$ cat src/rtl/mem_arbiter.sv
// Two-requester (instruction fetch / load-store) arbiter in front of one single-port memory.
// Optional build macro MEM_ARB_TIMEOUT_EN adds a REQ/WAIT watchdog that completes with err.
module mem_arbiter #(
  parameter int ADDR_WIDTH     = 32,
  parameter int DATA_WIDTH     = 32,
  parameter int TIMEOUT_CYCLES = 255
) (
  input  logic                    clk,
  input  logic                    rst_n,

  input  logic                    if_req_i,
  input  logic [ADDR_WIDTH-1:0]   if_addr_i,
  output logic                    if_valid_o,
  output logic [DATA_WIDTH-1:0]   if_rdata_o,
  output logic                    if_err_o,
  output logic                    if_stall_o,

  input  logic                    dm_req_i,
  input  logic                    dm_we_i,
  input  logic [ADDR_WIDTH-1:0]   dm_addr_i,
  input  logic [DATA_WIDTH-1:0]   dm_wdata_i,
  input  logic [DATA_WIDTH/8-1:0] dm_wstrb_i,
  output logic                    dm_valid_o,
  output logic [DATA_WIDTH-1:0]   dm_rdata_o,
  output logic                    dm_err_o,
  output logic                    dm_stall_o,

  output logic                    mem_req_o,
  output logic                    mem_we_o,
  output logic [ADDR_WIDTH-1:0]   mem_addr_o,
  output logic [DATA_WIDTH-1:0]   mem_wdata_o,
  output logic [DATA_WIDTH/8-1:0] mem_wstrb_o,
  input  logic                    mem_gnt_i,
  input  logic                    mem_rvalid_i,
  input  logic [DATA_WIDTH-1:0]   mem_rdata_i
);

  localparam int STRB_WIDTH = DATA_WIDTH / 8;

  typedef enum logic [1:0] {IDLE, REQ, WAIT, RESP} state_e;
  typedef enum logic {OWN_IF, OWN_DM} owner_e;

  state_e                 state_q, state_d;
  owner_e                 owner_q, last_owner_q;
  logic [ADDR_WIDTH-1:0]  cap_addr_q;
  logic [DATA_WIDTH-1:0]  cap_wdata_q;
  logic [STRB_WIDTH-1:0]  cap_wstrb_q;
  logic                   cap_we_q;
  logic [DATA_WIDTH-1:0]  rdata_q;

  logic win_any, win_dm;
  logic timeout_hit;
  logic resp_if, resp_dm;

  // Ties go to the requester that did not win last time.
  assign win_any = if_req_i | dm_req_i;
  assign win_dm  = dm_req_i & (~if_req_i | (last_owner_q == OWN_IF));

`ifdef MEM_ARB_TIMEOUT_EN
  localparam int CNT_RAW   = $clog2(TIMEOUT_CYCLES + 1);
  localparam int CNT_WIDTH = (CNT_RAW > 8) ? CNT_RAW : 8;

  logic [CNT_WIDTH-1:0] cnt_q;
  logic                 err_q;

  // Fires on the last allowed REQ/WAIT cycle so the memory sees at most
  // TIMEOUT_CYCLES cycles of activity before the transaction is dropped.
  assign timeout_hit = ((state_q == REQ) || (state_q == WAIT)) &&
                       (cnt_q == CNT_WIDTH'(TIMEOUT_CYCLES - 1));

  always_ff @(posedge clk) begin
    if (!rst_n) begin
      cnt_q <= '0;
      err_q <= 1'b0;
    end else begin
      if (state_q == IDLE) begin
        cnt_q <= '0;
        err_q <= 1'b0;
      end else if ((state_q == REQ) || (state_q == WAIT)) begin
        cnt_q <= cnt_q + 1'b1;
      end
      if ((state_q == REQ && !mem_gnt_i && timeout_hit) ||
          (state_q == WAIT && !mem_rvalid_i && timeout_hit)) begin
        err_q <= 1'b1;
      end
    end
  end
`else
  logic unused_timeout_cfg;
  assign unused_timeout_cfg = (TIMEOUT_CYCLES != 0);
  assign timeout_hit        = 1'b0;
`endif

  // NOTE: every variable driven in an always_comb gets a default first, so no
  // path through the case leaves it unassigned and no latch is inferred.
  always_comb begin
    state_d = state_q;
    unique case (state_q)
      IDLE: if (win_any) state_d = REQ;
      REQ: begin
        if (mem_gnt_i)        state_d = WAIT;
        else if (timeout_hit) state_d = RESP;
      end
      WAIT: begin
        if (mem_rvalid_i)     state_d = RESP;
        else if (timeout_hit) state_d = RESP;
      end
      RESP:    state_d = IDLE;
      default: state_d = IDLE;
    endcase
  end

  // NOTE: sequential state uses non-blocking assignments only, so every
  // register samples pre-edge values regardless of statement order.
  always_ff @(posedge clk) begin
    // NOTE: the captured request and response registers are plain flops, not a
    // memory array, so they are cleared on reset to give defined outputs.
    if (!rst_n) begin
      state_q      <= IDLE;
      owner_q      <= OWN_IF;
      last_owner_q <= OWN_IF;
      cap_addr_q   <= '0;
      cap_wdata_q  <= '0;
      cap_wstrb_q  <= '0;
      cap_we_q     <= 1'b0;
      rdata_q      <= '0;
    end else begin
      state_q <= state_d;
      unique case (state_q)
        IDLE: begin
          if (win_any) begin
            owner_q      <= win_dm ? OWN_DM : OWN_IF;
            last_owner_q <= win_dm ? OWN_DM : OWN_IF;
            if (win_dm) begin
              cap_addr_q  <= dm_addr_i;
              cap_we_q    <= dm_we_i;
              cap_wdata_q <= dm_wdata_i;
              cap_wstrb_q <= dm_we_i ? dm_wstrb_i : '0;
            end else begin
              cap_addr_q  <= if_addr_i;
              cap_we_q    <= 1'b0;
              cap_wdata_q <= '0;
              cap_wstrb_q <= '0;
            end
          end
        end
        REQ: begin
          if (!mem_gnt_i && timeout_hit) rdata_q <= '0;
        end
        WAIT: begin
          // Write acknowledgements carry no data back to the requester.
          if (mem_rvalid_i)     rdata_q <= cap_we_q ? '0 : mem_rdata_i;
          else if (timeout_hit) rdata_q <= '0;
        end
        default: ;
      endcase
    end
  end

  assign mem_req_o   = (state_q == REQ);
  assign mem_we_o    = mem_req_o & cap_we_q;
  assign mem_addr_o  = mem_req_o ? cap_addr_q  : '0;
  assign mem_wdata_o = mem_req_o ? cap_wdata_q : '0;
  assign mem_wstrb_o = mem_req_o ? cap_wstrb_q : '0;

  assign resp_if = (state_q == RESP) && (owner_q == OWN_IF);
  assign resp_dm = (state_q == RESP) && (owner_q == OWN_DM);

  assign if_valid_o = resp_if;
  assign if_rdata_o = resp_if ? rdata_q : '0;
  assign dm_valid_o = resp_dm;
  assign dm_rdata_o = resp_dm ? rdata_q : '0;

`ifdef MEM_ARB_TIMEOUT_EN
  assign if_err_o = resp_if & err_q;
  assign dm_err_o = resp_dm & err_q;
`else
  assign if_err_o = 1'b0;
  assign dm_err_o = 1'b0;
`endif

  assign if_stall_o = if_req_i & ~if_valid_o;
  assign dm_stall_o = dm_req_i & ~dm_valid_o;

endmodule

$ cat config.mk
export PLATFORM = sky130hd
export DESIGN_NAME = mem_arbiter
export DESIGN_NICKNAME = d
export VERILOG_FILES = /design/src/rtl/mem_arbiter.sv
export SDC_FILE = /design/constraint.sdc
export NUM_CORES = 1
export LEC_CHECK = 0
export CAP_MARGIN = 20
export CORE_MARGIN = 4
export CORE_UTILIZATION = 39
export CTS_CLUSTER_DIAMETER = 120
export DETAILED_ROUTE_END_ITERATION = 12
export GPL_TIMING_DRIVEN = 0
export PLACE_DENSITY_LB_ADDON = 0.3
export SLEW_MARGIN = 20
export SYNTH_ARGS = -nofsm -noshare
export SYNTH_HDL_FRONTEND = slang
export SYNTH_SLANG_ARGS = --single-unit
$ cat constraint.sdc
create_clock -name clk -period 1.92 [get_ports clk]
set_input_delay 0.384 -clock clk [delete_from_list [all_inputs] [get_ports clk]]
set_output_delay 0.384 -clock clk [all_outputs]
set_load 0.005 [all_outputs]
### After elaboration in Yosys (flattened, before gate mapping)

Index checks and enable logic that the tools add are counted.

* register bits after elaboration: 104
* input port bits: 139
* output and inout port bits: 140
* word-level logic and storage cells: 45

* equality and inequality tests: 6
* multiplexer cells: 16
* bitwise logic cells: 10
* reductions and logical operators: 6

Operators by type and width (number)
* $mux W32: 7
* $mux W4: 3
* $pmux W2 S4: 1
* $mux W2: 3
* $and A1 B1 Y1: 4
* $eq A2 B2 Y1 const B: 2
* $ne A2 B2 Y1 const B: 2
* $not A1 Y1: 4
* $reduce_and A2 Y1: 2
* $reduce_and A3 Y1: 1
* $eq A2 B1 Y1 const B: 1
* $logic_and A1 B1 Y1: 2
* $logic_not A2 Y1: 1
* $mux W1: 2
* $ne A2 B1 Y1 const B: 1
* $or A1 B1 Y1: 2

### Logic depth before layout (Yosys ltp)

* depth after elaboration: 4
* depth in mapped cells: 7
* gate-level depth less buffers: 5

### Least setup slack after synthesis

OpenSTA, ideal clock, no wires.

* path kind: register to output
* start point: register state_q[1]
* end point: output mem_wdata_o[24]
* arrival: 1.229 ns
* data required time: 1.536 ns
* path slack: 0.307 ns
* stages on the path, launching flop included: 6
* path buffers: 2
* cell sequence: dfxtp_1 -> inv_1 -> ha_1 -> clkbuf_1 -> clkbuf_1 -> and2_1

* cells in the longest elaborated chain, start to end: 2

RTL lines
* from (decl): line 43 `state_e state_q, state_d;`
* from (signal assigned): line 128 `state_q <= state_d;`
* $eq A2 B1 Y1: line 160 `assign mem_req_o = (state_q == REQ);`
* via mem_req_o: line 28 `output logic mem_req_o,`
* $mux W32: line 163 `assign mem_wdata_o = mem_req_o ? cap_wdata_q : '0;`
* to (decl): line 31 `output logic [DATA_WIDTH-1:0] mem_wdata_o,`

The timed path passes the listed nets, and every way through them passes these cells.

### Worst setup path in the final report

* start point: register state_q[1]
* end point: output if_rdata_o[27]

* cells in the longest elaborated chain, start to end: 3

RTL lines
* $eq A2 B2 Y1: line 166 `assign resp_if = (state_q == RESP) && (owner_q == OWN_IF);`
* $logic_and A1 B1 Y1: line 166
* $mux W32: line 170 `assign if_rdata_o = resp_if ? rdata_q : '0;`
* to (decl): line 14 `output logic [DATA_WIDTH-1:0] if_rdata_o,`

Every way passes these cells.

==> impl_metrics.tcl <==
set metrics [dict create \
    ios 279 \
    synthArstFlopShare 0 \
    num_antenna_cells 0 \
    leakagePower_nw 3.86 \
    fin_hold_ws_ns 0.298 \
    powerDensity_mw_per_mm2 963 \
    whs_path_depth 2 \
    row_count 40 \
    via_per_inst 5.24 \
    p_sw_mw 2.90 \
    vias 5693 \
    grt_usage 0.254 \
    grt_pass1_wl_um 29800 \
    reg2reg_depth 8 \
    hpwl_um 13900 \
    setup_viol 63 \
    setup_tns_ns -4.71 \
    fin_crit_sh 1.09 \
    slew_viol_final 0 \
    cp_max_fo 8 \
    vdd_ir_drop_max_uv 614 \
    root_buffer "clkbuf_16" \
    ys.flop_type "dfxtp_1" \
    layout.nets 1057 \
    p_sw_frac 0.339 \
    cts-htree-levels 3 \
    drt_wl_total_um 19900 \
    cp.required_ns 1.54 \
    synthCells 588 \
    finClkSkew_ns 0.00858 \
    die_area_mm2 0.0146 \
    startpoint_type "flop" \
    tritoncts "yes" \
    timing_hold_violations_final 0 \
    p_comb_frac 0.443 \
    violations "negative setup slack" \
    synth_edf_count 0 \
    crit_type "flop to output pin" \
    cp-end-kind "output pin" \
    dp_cells 1030 \
    clk_pin_slew_worst_paths_ns 0.07 \
    p_seq_frac 0.338 \
    yosysUniqueCellTypes 34 \
    grt_setup_unrepaired "true" \
    drc_errors 0 \
    total_power_mw 8.53 \
    grt_pass1_vias 5893 \
    layout_min_cycle_time_ns 2.10 \
    cap_violations 0 \
    layout_commonest_cell "clkdlybuf4s50_1" \
    grt_max_degree 18 \
    seq_area_mm2 0.00209 \
    hold_class "primary input to flop" \
    ant_nets 0 \
    chipWidth_um 121 \
    syn_to_final_growth_pct 78.2 \
    utilization 0.723 \
    start_util 0.406 \
    cts_sinks 104 \
    worst_slack_ns -0.179 \
    clkPwrFrac 0.219 \
    status "finished, violations left" \
    synth_area_mm2 0.00497 \
    cp_data_arrival_time_ns 1.72 \
    final_cells 1087 \
    yosysWarnings 0 \
    antenna_found_initial 0 \
    multi_input_area_mm2 0.00283 \
    post_route_cells_drive_above_1_share 0.349 \
    avgRoutedWirePerCell_um 18.3 \
    gp_congestion 0.850 \
    syn_area_per_cell_um2 8.46 \
    clockBufferDepth 2 \
    dr.pass1.iters 5 \
    ys_seq_area_frac 0.419 \
    fill_cells 902 \
    synth-seq-cells 104 \
    core-area_mm2 0.0123 \
    layout_common_cells "clkdlybuf4s50_1 (135), dfxtp_1 (101), nand2_1 (99)" \
    io_buffers 273 \
    clk_latency_ns 0.35 \
    cts_made_buffers 9 \
    fp.dieH_um 121 \
    grt-ovfl-total 0 \
    p_int_mw 5.64 \
    fmaxAchievable_ghz 0.476 \
    drtIter0Drc 302 \
]
## metal layers
| metal | global-route usage | up-vias | part of all wire |
|---|---|---|---|
| met5 | 0 | - | 0 |
| met4 | 0.0928 | 0 | 0.025 |
| met3 | 0.0741 | 39 | 0.082 |
| met2 | 0.462 | 259 | 0.52 |
| met1 | 0.277 | 2702 | 0.37 |
| li1 | - | 2693 | - |
## flip-flops by register name (all words and copies together) (netlist names)
| name | count |
|---|---|
| cap_addr_q | 32 |
| cap_wdata_q | 32 |
| rdata_q | 32 |
| cap_wstrb_q | 4 |
| state_q | 2 |
| cap_we_q | 1 |
| last_owner_q | 1 |
## synth_stat cells (all sizes together) (2+ instances only)
library cell	instances	area, µm²
and2	102	638
inv	4	15.0
a22o	33	289
ha	4	50.1
dfxtp	104	2080
nor2	2	15.0
nor2b	3	18.8
nand2	99	372
a21oi	34	181
a31oi	32	200
and3	32	200
a32o	4	40.0
clkbuf	31	116
buf	29	206
o21a	2	16.3
nand4b	32	280
o21ai	32	160
## metrics by stage
step	instance area (µm²)	worst slack [ns]
finish	8860	-0.179
detailed placement	7920	-0.689
floorplan	4980	0.307
global route	8860	-0.223
CTS	8570	-0.203
global placement	7920	-0.654
## cell type report
cell class	instances	area share
well taps	168	0.0237
repair buffers	314	0.331
clock inverters	6	0.00777
plain buffers	60	0.0542
inverters	4	0.00198
flip-flops and latches	104	0.236
multi-input cells	421	0.319
clock buffers	10	0.0258
## worst paths after layout
check | start | to | slack, ns
setup / recovery | state_q[1] | if_rdata_o[27] | -0.18
hold / removal | if_req_i | last_owner_q | 0.30
setup reg to reg | state_q[0] | rdata_q[1] | 0.14
hold reg to reg | cap_wstrb_q[3] | cap_wstrb_q[3] | 0.47
## timing repair
item	4_1_cts	5_1_grt
gates cloned	12	0
buffers inserted	27	2
hold buffers	0	0
endpoints found under the hold margin	0	0
resized for setup	682	101
pin swaps	27	4
setup endpoints to repair	138	95
## cell families (layout without fill, tap and decap cells)
group | Yosys count | count (layout) | share of synthesized area
DFF | 104 | 104 | 0.419
buffers and inverters | 64 | 394 | 0.0679
other | 1 | 2 | 0.000754
and+or+nand+nor | 272 | 272 | 0.310
AOI/OAI and AO/OA | 142 | 142 | 0.191
adders and majority gates | 4 | 4 | 0.0101
muxes | 1 | 1 | 0.00201
## power by group through the flow
stage	registers [mW]	clock network, mW	logic, mW
2_1_floorplan	2.79	0	1.66
3_3_place_gp	2.84	0	2.77
3_5_place_dp	2.87	0	2.86
4_1_cts	2.86	1.89	3.55
5_1_grt	2.92	2.00	4.08
6_report	2.88	1.87	3.78
## worst max-delay path, cell delays in order, from the launching register on
cell	delay, ns
dfxtp_4	0.37
ha_4	0.17
and2b_4	0.23
buf_8	0.14
buf_6	0.11
buf_6	0.10
and2_4	0.15
buf_6	0.11
Note: power is estimated with default switching activity, not from simulation.
